===== src/rtl/rf_wb_arbiter_if.sv =====
`default_nettype none
// ============================================================================
// Module   : rf_wb_arbiter_if
// Brief    : Request/response bundle between the W stage, source B and the RF
//            write-port arbiter.
// Revision : 1.0 - initial release
// ============================================================================
interface rf_wb_arbiter_if;
  logic        a_we;
  logic [4:0]  a_addr;
  logic [31:0] a_data;
  logic [31:0] a_pc;
  logic        b_valid;
  logic        b_ready;
  logic [4:0]  b_addr;
  logic [31:0] b_data;
  logic [31:0] b_pc;
  logic        rf_we;
  logic [4:0]  rf_a3;
  logic [31:0] rf_wd;
  logic [31:0] rf_pc;
  logic [31:0] pend_mask;
  logic        a_stall;
  logic [2:0]  b_count;

  modport master (
    output a_we, a_addr, a_data, a_pc, b_valid, b_addr, b_data, b_pc,
    input  b_ready, rf_we, rf_a3, rf_wd, rf_pc, pend_mask, a_stall, b_count
  );

  modport slave (
    input  a_we, a_addr, a_data, a_pc, b_valid, b_addr, b_data, b_pc,
    output b_ready, rf_we, rf_a3, rf_wd, rf_pc, pend_mask, a_stall, b_count
  );
endinterface
`default_nettype wire


===== src/rtl/rf_wb_arbiter.sv =====
`default_nettype none
// ============================================================================
// Module   : rf_wb_arbiter
// Brief    : Shares the RF write port between the W stage (always wins) and a
//            buffered long-latency source B with supersede and anti-starvation.
// Revision : 1.0 - initial release
// ============================================================================
module rf_wb_arbiter #(
  parameter int DEPTH      = 2,
  parameter int STARVE_MAX = 8
) (
  input  logic           clk,
  input  logic           reset,
  rf_wb_arbiter_if.slave bus
);
  localparam int c_STARVE_W = $clog2(STARVE_MAX + 1);

  logic [4:0]            r_addr [DEPTH];
  logic [31:0]           r_data [DEPTH];
  logic [31:0]           r_pc   [DEPTH];
  logic [2:0]            r_count;
  logic [c_STARVE_W-1:0] r_starve;
  logic                  r_stall;
  logic                  r_rf_we;
  logic [4:0]            r_rf_a3;
  logic [31:0]           r_rf_wd;
  logic [31:0]           r_rf_pc;

  logic [4:0]            w_addr [DEPTH];
  logic [31:0]           w_data [DEPTH];
  logic [31:0]           w_pc   [DEPTH];
  logic [DEPTH-1:0]      w_keep;
  logic [2:0]            w_kept;
  logic [2:0]            w_cnt;
  logic [2:0]            w_count;
  logic [c_STARVE_W-1:0] w_starve;
  logic [31:0]           w_pend;
  logic                  w_a_act;
  logic                  w_b_ready;
  logic                  w_push;
  logic                  w_pop;

  assign w_a_act   = bus.a_we && (bus.a_addr != 5'd0);
  assign w_b_ready = (r_count < 3'(DEPTH));
  assign w_push    = bus.b_valid && w_b_ready && (bus.b_addr != 5'd0);
  assign w_pop     = !w_a_act && (r_count != 3'd0);

  // An entry survives unless it is the head being popped or A overwrites its register.
  always_comb begin
    w_keep = '0;
    w_kept = 3'd0;
    for (int i = 0; i < DEPTH; i++) begin
      w_keep[i] = (3'(i) < r_count) && !(w_pop && (i == 0)) &&
                  !(w_a_act && (r_addr[i] == bus.a_addr));
      if (w_keep[i]) w_kept = w_kept + 3'd1;
    end
  end

  // Slot j takes the j-th surviving entry; the new push lands right after them.
  always_comb begin
    w_cnt = 3'd0;
    for (int j = 0; j < DEPTH; j++) begin
      w_addr[j] = r_addr[j];
      w_data[j] = r_data[j];
      w_pc[j]   = r_pc[j];
      w_cnt     = 3'd0;
      for (int i = 0; i < DEPTH; i++) begin
        if (w_keep[i]) begin
          if (w_cnt == 3'(j)) begin
            w_addr[j] = r_addr[i];
            w_data[j] = r_data[i];
            w_pc[j]   = r_pc[i];
          end
          w_cnt = w_cnt + 3'd1;
        end
      end
      if (w_push && (w_cnt == 3'(j))) begin
        w_addr[j] = bus.b_addr;
        w_data[j] = bus.b_data;
        w_pc[j]   = bus.b_pc;
      end
    end
  end

  assign w_count = w_kept + {2'd0, w_push};

  always_comb begin
    w_starve = r_starve;
    if (w_pop || (r_count == 3'd0))
      w_starve = '0;
    else if (w_a_act && (r_starve != c_STARVE_W'(STARVE_MAX)))
      w_starve = r_starve + 1'b1;
  end

  always_comb begin
    w_pend = '0;
    for (int i = 0; i < DEPTH; i++)
      if (3'(i) < r_count) w_pend[r_addr[i]] = 1'b1;
  end

  always_ff @(posedge clk) begin
    if (reset) begin
      r_rf_we  <= 1'b0;
      r_rf_a3  <= 5'd0;
      r_rf_wd  <= 32'd0;
      r_rf_pc  <= 32'd0;
      r_count  <= 3'd0;
      r_starve <= '0;
      r_stall  <= 1'b0;
      for (int i = 0; i < DEPTH; i++) begin
        r_addr[i] <= 5'd0;
        r_data[i] <= 32'd0;
        r_pc[i]   <= 32'd0;
      end
    end else begin
      if (w_a_act) begin
        r_rf_we <= 1'b1;
        r_rf_a3 <= bus.a_addr;
        r_rf_wd <= bus.a_data;
        r_rf_pc <= bus.a_pc;
      end else if (w_pop) begin
        r_rf_we <= 1'b1;
        r_rf_a3 <= r_addr[0];
        r_rf_wd <= r_data[0];
        r_rf_pc <= r_pc[0];
      end else begin
        r_rf_we <= 1'b0;
      end
      for (int i = 0; i < DEPTH; i++) begin
        r_addr[i] <= w_addr[i];
        r_data[i] <= w_data[i];
        r_pc[i]   <= w_pc[i];
      end
      r_count  <= w_count;
      r_starve <= w_starve;
      r_stall  <= (r_starve == c_STARVE_W'(STARVE_MAX));
    end
  end

  assign bus.b_ready   = w_b_ready;
  assign bus.rf_we     = r_rf_we;
  assign bus.rf_a3     = r_rf_a3;
  assign bus.rf_wd     = r_rf_wd;
  assign bus.rf_pc     = r_rf_pc;
  assign bus.pend_mask = w_pend;
  assign bus.a_stall   = r_stall;
  assign bus.b_count   = r_count;
endmodule
`default_nettype wire

===== src/flat_wrapper.sv =====
// flat-port wrapper written by rule: the top's interface ports become plain ports
module rf_wb_arbiter_flat 
#(
  parameter int DEPTH      = 2,
  parameter int STARVE_MAX = 8
)
  (clk, reset, bus_a_we, bus_a_addr, bus_a_data, bus_a_pc, bus_b_valid, bus_b_addr, bus_b_data, bus_b_pc, bus_b_ready, bus_rf_we, bus_rf_a3, bus_rf_wd, bus_rf_pc, bus_pend_mask, bus_a_stall, bus_b_count);
  rf_wb_arbiter_if bus_i ();
  input  logic clk;
  input  logic reset;
  input wire logic [$bits(bus_i.a_we)-1:0] bus_a_we;
  input wire logic [$bits(bus_i.a_addr)-1:0] bus_a_addr;
  input wire logic [$bits(bus_i.a_data)-1:0] bus_a_data;
  input wire logic [$bits(bus_i.a_pc)-1:0] bus_a_pc;
  input wire logic [$bits(bus_i.b_valid)-1:0] bus_b_valid;
  input wire logic [$bits(bus_i.b_addr)-1:0] bus_b_addr;
  input wire logic [$bits(bus_i.b_data)-1:0] bus_b_data;
  input wire logic [$bits(bus_i.b_pc)-1:0] bus_b_pc;
  output wire logic [$bits(bus_i.b_ready)-1:0] bus_b_ready;
  output wire logic [$bits(bus_i.rf_we)-1:0] bus_rf_we;
  output wire logic [$bits(bus_i.rf_a3)-1:0] bus_rf_a3;
  output wire logic [$bits(bus_i.rf_wd)-1:0] bus_rf_wd;
  output wire logic [$bits(bus_i.rf_pc)-1:0] bus_rf_pc;
  output wire logic [$bits(bus_i.pend_mask)-1:0] bus_pend_mask;
  output wire logic [$bits(bus_i.a_stall)-1:0] bus_a_stall;
  output wire logic [$bits(bus_i.b_count)-1:0] bus_b_count;
  assign bus_i.a_we = bus_a_we;
  assign bus_i.a_addr = bus_a_addr;
  assign bus_i.a_data = bus_a_data;
  assign bus_i.a_pc = bus_a_pc;
  assign bus_i.b_valid = bus_b_valid;
  assign bus_i.b_addr = bus_b_addr;
  assign bus_i.b_data = bus_b_data;
  assign bus_i.b_pc = bus_b_pc;
  assign bus_b_ready = bus_i.b_ready;
  assign bus_rf_we = bus_i.rf_we;
  assign bus_rf_a3 = bus_i.rf_a3;
  assign bus_rf_wd = bus_i.rf_wd;
  assign bus_rf_pc = bus_i.rf_pc;
  assign bus_pend_mask = bus_i.pend_mask;
  assign bus_a_stall = bus_i.a_stall;
  assign bus_b_count = bus_i.b_count;
  rf_wb_arbiter #(.DEPTH(DEPTH), .STARVE_MAX(STARVE_MAX)) u_core (.clk(clk), .reset(reset), .bus(bus_i));
endmodule

===== config.mk =====
export PLATFORM = sky130hd
export DESIGN_NAME = rf_wb_arbiter_flat
export DESIGN_NICKNAME = d
export VERILOG_FILES = /design/src/rtl/rf_wb_arbiter_if.sv /design/src/rtl/rf_wb_arbiter.sv /design/src/flat_wrapper.sv
export SDC_FILE = /design/constraint.sdc
export NUM_CORES = 1
export LEC_CHECK = 0
export ABC_AREA = 1
export CAP_MARGIN = 20
export CORE_ASPECT_RATIO = 1.1
export CORE_MARGIN = 2
export CORE_UTILIZATION = 35
export DETAILED_ROUTE_END_ITERATION = 10
export SYNTH_ARGS = -nofsm -noshare
export SYNTH_HDL_FRONTEND = slang
export SYNTH_SLANG_ARGS = --single-unit

===== constraint.sdc =====
create_clock -name clk -period 3.4 [get_ports clk]
set_input_delay 1.02 -clock clk [delete_from_list [all_inputs] [get_ports clk]]
set_output_delay 1.02 -clock clk [all_outputs]
set_load 0.02 [all_outputs]

[Word-level counts from Yosys, hierarchy flattened]
Memory sizes are Yosys's and may differ from the RTL's.
Index checks and enable logic that the tools add are counted.
Word-level totals
  output and inout port bits: 107
  register bits: 78
  word-level logic and storage cells: 96
  bits of input ports: 142
  memory bits (writable): 138
  memories kept: 3
Cells by class
  bitwise gates (word level): 7
  order comparisons: 7
  mux-type cells: 37
  eq/ne operators: 5
  $add $sub $neg: 3
  reductions and logical operators: 27
Memory list
  u_core.r_data: depth 2, width 32, read ports 2, clocked after memory_dff 0, write ports 2, line rf_wb_arbiter.sv:19  | logic [31:0] r_data [DEPTH];
  u_core.r_pc: depth 2, width 32, read ports 2, clocked after memory_dff 0, write ports 2, line rf_wb_arbiter.sv:20  | logic [31:0] r_pc [DEPTH];
  u_core.r_addr: depth 2, width 5, read ports 2, clocked after memory_dff 0, write ports 2, line rf_wb_arbiter.sv:18  | logic [4:0] r_addr [DEPTH];
Operator list (count)
  32-bit 2-to-1 mux: 18
  5-bit 2-to-1 mux: 8
  32-bit bitwise OR: 1
  1-bit logical AND: 14
  5-bit by 6-bit less-than comparator with 1-bit output, second input constant: 2
  1-bit demux with 5-bit select: 2
  5-bit equality test: 2
  5-bit by 1-bit greater-or-equal comparator with 1-bit output, second input constant: 2
  5-bit nonzero test: 2
  3-bit logical NOT: 3
  1-bit 2-to-1 mux: 8
  1-bit by 3-bit less-than comparator with 1-bit output, first input constant: 2
  1-bit bitwise OR: 6
  4-bit by 1-bit adder with 4-bit output, second input constant: 1
  4-bit equality test, second input constant: 1
  1-bit logical NOT: 4
  4-bit != test, second input constant: 1
  3-bit by 1-bit adder with 3-bit output: 1
  3-bit by 1-bit equality test with 1-bit output, second input constant: 1
  3-bit by 2-bit less-than comparator with 1-bit output, second input constant: 1
  3-bit nonzero test: 1
  1-bit by 1-bit adder with 2-bit output, second input constant: 1
  2-bit 2-to-1 mux: 1
  2-bit nonzero test: 1
  other kinds (2): 2

[Logic depth before layout (Yosys ltp)]
  word-level depth: 14
  mapped depth: 17
  gate-level depth less buffers: 14

[Least setup slack after synthesis]
Ideal clock, no wire load.
  path type: in2reg
  start: input bus_a_addr[3]
  end: memory u_core.r_pc[0][0]
  cell stages on the path: 17
  arrival time: 2.900 ns
  data required time: 3.285 ns
  slack: 0.385 ns
  setup time: 0.115 ns
  path through: nor2_1 > nand3_2 > nand2_4 > nor2_1 > nand2_1 > buf_4 > buf_2 > ha_1 > nand3_4 > buf_6 > buf_2 > nand2_1 > o21ai_0 > inv_1 > nand3_1 > nand2_1 > nor2_1
RTL lines
  from (decl): line flat_wrapper.sv:12  | input wire logic [$bits(bus_i.a_addr)-1:0] bus_a_addr;
  to (decl): line rf_wb_arbiter.sv:20

[Worst setup path in the final report]
  start: register u_core.r_count[1], in the netlist u_core.bus.b_count[1]
  end: output bus_pend_mask[27]
On the way
  cells in the longest elaborated chain, start to end: 4
  elaborated cells between the ends (all ways): 5
  classes of those cells: order compare (2); mux (2); bitwise (1)
Ends and longest elaborated chain
  from (decl): line rf_wb_arbiter.sv:21  | logic [2:0] r_count;
  from (signal assigned): line rf_wb_arbiter.sv:134  | r_count <= w_count;
  1-bit by 3-bit less-than comparator with 1-bit output: line rf_wb_arbiter.sv:98  | if (3'(i) < r_count) w_pend[r_addr[i]] = 1'b1;
  32-bit 2-to-1 mux: line rf_wb_arbiter.sv:98
  32-bit bitwise OR (no source line)
  32-bit 2-to-1 mux *: line rf_wb_arbiter.sv:98
  to (decl): line flat_wrapper.sv:24  | output wire logic [$bits(bus_i.pend_mask)-1:0] bus_pend_mask;
Every way passes the cells marked *; elsewhere a longest branch is shown, timed or not.

==> qor_table.md <==
| Item | Value | Unit |
| --- | --- | --- |
| Setup repair after global routing missed its margin | false | - |
| Peak fanout along the critical path | 8 | - |
| Share of the yosys chip area belonging to registers | 0.423 | - |
| Design area | 0.0139 | mm2 |
| Synthesized cell area | 0.0102 | mm2 |
| Count of nets left with antenna violations after detail routing | 0 | - |
| Worst setup path category | reg -> out | - |
| Total number of vias | 10300 | - |
| Filler Cell Count | 2868 | - |
| Total overflow reported by the global router | 0 | - |
| Count of nets after finishing | 1829 | - |
| Total of hold buffers inserted after clock tree synthesis | 0 | - |
| Avg Synthesized Cell Area | 6.90 | um2 |
| Wirelength, routed | 31.6 | mm |
| Maximum vdd ir drop | 0.235 | mV |
| Most common flop cell mapped by yosys | sky130_fd_sc_hd__dfxtp_1 | - |
| Starting DRC count in detailed routing | 710 | - |
| Number of sinks driven by the clock tree | 216 | - |
| Aggregate negative setup slack | 0 | ns |
| Worst Hold Slack | 0.470 | ns |
| Total power after layout | 7.28 | mW |
| Placed Instances | 2021 | - |
| Cell taking the most area after synthesis | sky130_fd_sc_hd__dfxtp_1 | - |
| IO buf count | 248 | - |
| Post-route fraction of the period consumed by the critical path | 0.923 | - |
| Transition time of the tightest slew-check pin | 0.889 | ns |
| Leading cell types by count after synthesis | sky130_fd_sc_hd__nand2_1, sky130_fd_sc_hd__dfxtp_1, sky130_fd_sc_hd__inv_1 | - |
| Count of final hold-check violations | 0 | - |
| Cell depth of the worst min-delay path | 2 | - |
| Overall track demand over capacity in global routing | 0.200 | - |
| Final WS setup | 0.261 | ns |
| Wire length of the first global-routing pass | 50.6 | mm |
| Pre-CTS setup slack | -0.125 | ns |
| Worst slew margin relative to its limit | 0.408 | - |
| Library cell with the highest instance count after synthesis | sky130_fd_sc_hd__nand2_1 | - |
| Post-Syn Instances | 1482 | - |
| Hold WC Path Type | reg -> reg | - |
| Growth of design area from synthesis to finish | 36.0 | % |
| Cell variety after synth | 28 | - |
| Vias in the first global route | 9467 | - |
| Max Cap Viol | 0 | - |
| Share of flip-flops with an asynchronous set or reset after synthesis | 0 | - |
| Count of final max-slew check failures | 0 | - |
| H-Tree Level Count | 1 | - |
| Inserted Clock Buffers | 25 | - |
| Fraction of final layout cells with drive strength greater than 1 | 0.0631 | - |
| Yosys warning total | 0 | - |
| Clock slew at reported path FFs | 0.06 | ns |
| Dominant cells by area after synthesis | sky130_fd_sc_hd__dfxtp_1, sky130_fd_sc_hd__nand2_1, sky130_fd_sc_hd__a21oi_1 | - |
| Floorplan die area | 0.0306 | mm2 |
| Number of buffers added for setup after CTS | 0 | - |
| CP endpoint kind | output port | - |
| Outcome | finished, final reports clean | - |
| Post-place instance area | 0.0130 | mm2 |
| Startpoint class of the critical path | flop | - |
| Leakage | 6.06 | nW |
| Wire per inst | 15.3 | um |
| Setup-failing EPs final | 0 | - |
| Final critical path time including I/O delays and setup | 3.14 | ns |
| Half-perimeter wire length after detailed placement | 21.5 | mm |
| Critical Path RT | 2.38 | ns |
| Drc violations | 0 | - |
| Number of enable-type register cells in the synthesized netlist | 0 | - |
| Share of the synthesized area in the top cell type | 0.423 | - |
| 1st-pass router iterations | 5 | - |
| Power density over the cells | 523 | mW/mm2 |
| # resized after CTS | 14 | - |
| Core outline area | 0.0287 | mm2 |
| Non-filler cells, final | 2066 | - |
| Maximum number of pins on one net before global-route repair | 126 | - |
| Starting Density | 0.356 | - |
| Synthesized flop and latch total | 216 | - |
| WP data arrival | 2.12 | ns |
| Antenna violations before repair | 1 | - |
| Maximum clock skew at final layout | 0.00763 | ns |
| Number of ports placed on the die boundary | 249 | - |
| Die extent in x | 167 | um |
| FMAX | 319 | MHz |
| CTS root buf | sky130_fd_sc_hd__clkbuf_16 | - |
| Routability congestion estimate | 0.883 | - |
| Core utilization of the finished layout | 0.484 | - |
| Number of vias per cell after detailed routing | 4.97 | - |
| Clock tree buffer depth | 3 | - |
| Insertion delay of the later-clocked pin in the worst-skew pair | 0.51 | ns |
| Worst r2r path cells | 13 | - |
| Number of placement rows | 65 | - |
| Height of the chip | 183 | um |
| Number of nets in the synthesized netlist | 1631 | - |
| CTS tree | done | - |
cells by family (layout without fill, tap and decap cells):
logic type	after synthesis	count (layout)	share of synthesized area
flops	216	216	0.423
fa+ha+maj	7	7	0.00930
buf+inv	276	491	0.121
simple gates	553	553	0.225
compound gates	421	421	0.214
other cells	0	1	0
xor+xnor	9	9	0.00771
power breakdown:
part	switching, mW	internal, mW
sequential	0.151	2.79
combinational	0.934	0.667
clock	1.04	1.70
cell type report:
type | instances | area (um2) | share of cell area
inverter | 161 | 612 | 0.0440
clock inverter | 9 | 123 | 0.00882
multi-input combinational | 990 | 4730 | 0.340
antenna | 1 | 2.50 | 0.000180
tap | 368 | 460 | 0.0331
timing repair buffer | 286 | 2940 | 0.211
clock buffer | 35 | 723 | 0.0520
sequential | 216 | 4320 | 0.311
final timing paths:
check,startpoint,end,slack [ns]
worst max-delay path,u_core.bus.b_count[1]$_SDFF_PP0_,bus_pend_mask[27],0.26
worst max register to register,u_core.bus.b_count[1]$_SDFF_PP0_,u_core.r_pc[0][22]$_SDFFE_PP0P_,0.88
worst min register to register,u_core.r_data[0][63]$_SDFFE_PP0P_,u_core.r_data[0][63]$_SDFFE_PP0P_,0.47
worst min-delay path,u_core.r_data[0][63]$_SDFFE_PP0P_,u_core.r_data[0][63]$_SDFFE_PP0P_,0.47
sequential cells by signal, summed over array words and instances, names as in the netlist:
signal / cells
u_core.bus.rf_pc: 32
u_core.bus.b_count: 3
u_core.r_starve: 4
u_core.bus.a_stall: 1
u_core.bus.rf_wd: 32
u_core.bus.rf_a3: 5
u_core.r_addr: 10
u_core.r_data: 64
u_core.r_pc: 64
u_core.bus.rf_we: 1
layer usage:
| layer | routed length [um] | global-route usage |
|---|---|---|
| met4 | 507 | 0.0503 |
| met2 | 14900 | 0.338 |
| met5 | 0 | 0 |
| met3 | 1940 | 0.0296 |
| met1 | 14200 | 0.268 |
critical path, stage by stage, from the launching register on:
cell and delay, ns:
sky130_fd_sc_hd__dfxtp_1 0.34, sky130_fd_sc_hd__or2_4 0.19, sky130_fd_sc_hd__nor2_4 0.06, sky130_fd_sc_hd__nor2_1 0.13, sky130_fd_sc_hd__inv_1 0.12, sky130_fd_sc_hd__nor2_4 0.22
sky130_fd_sc_hd__nand2_1 0.08, sky130_fd_sc_hd__o21ai_0 0.10, sky130_fd_sc_hd__dlygate4sd2_1 0.37
placed cells by master, fill, tap and decap left out, types with 8 or more instances in the layout:
cell type,synthesis,layout
sky130_fd_sc_hd__a21oi_1,147,147
sky130_fd_sc_hd__a31oi_1,66,66
sky130_fd_sc_hd__buf_12,0,9
sky130_fd_sc_hd__buf_4,8,29
sky130_fd_sc_hd__clkbuf_16,0,25
sky130_fd_sc_hd__clkdlybuf4s50_1,0,215
sky130_fd_sc_hd__dfxtp_1,216,216
sky130_fd_sc_hd__dlymetal6s2s_1,0,27
sky130_fd_sc_hd__inv_1,151,149
sky130_fd_sc_hd__nand2_1,329,324
sky130_fd_sc_hd__nand3_1,113,113
sky130_fd_sc_hd__nor2_1,90,86
sky130_fd_sc_hd__nor3_1,12,8
sky130_fd_sc_hd__o21ai_0,122,120
sky130_fd_sc_hd__o21ai_1,86,88
No activity file was read; power rests on OpenSTA's default activity.
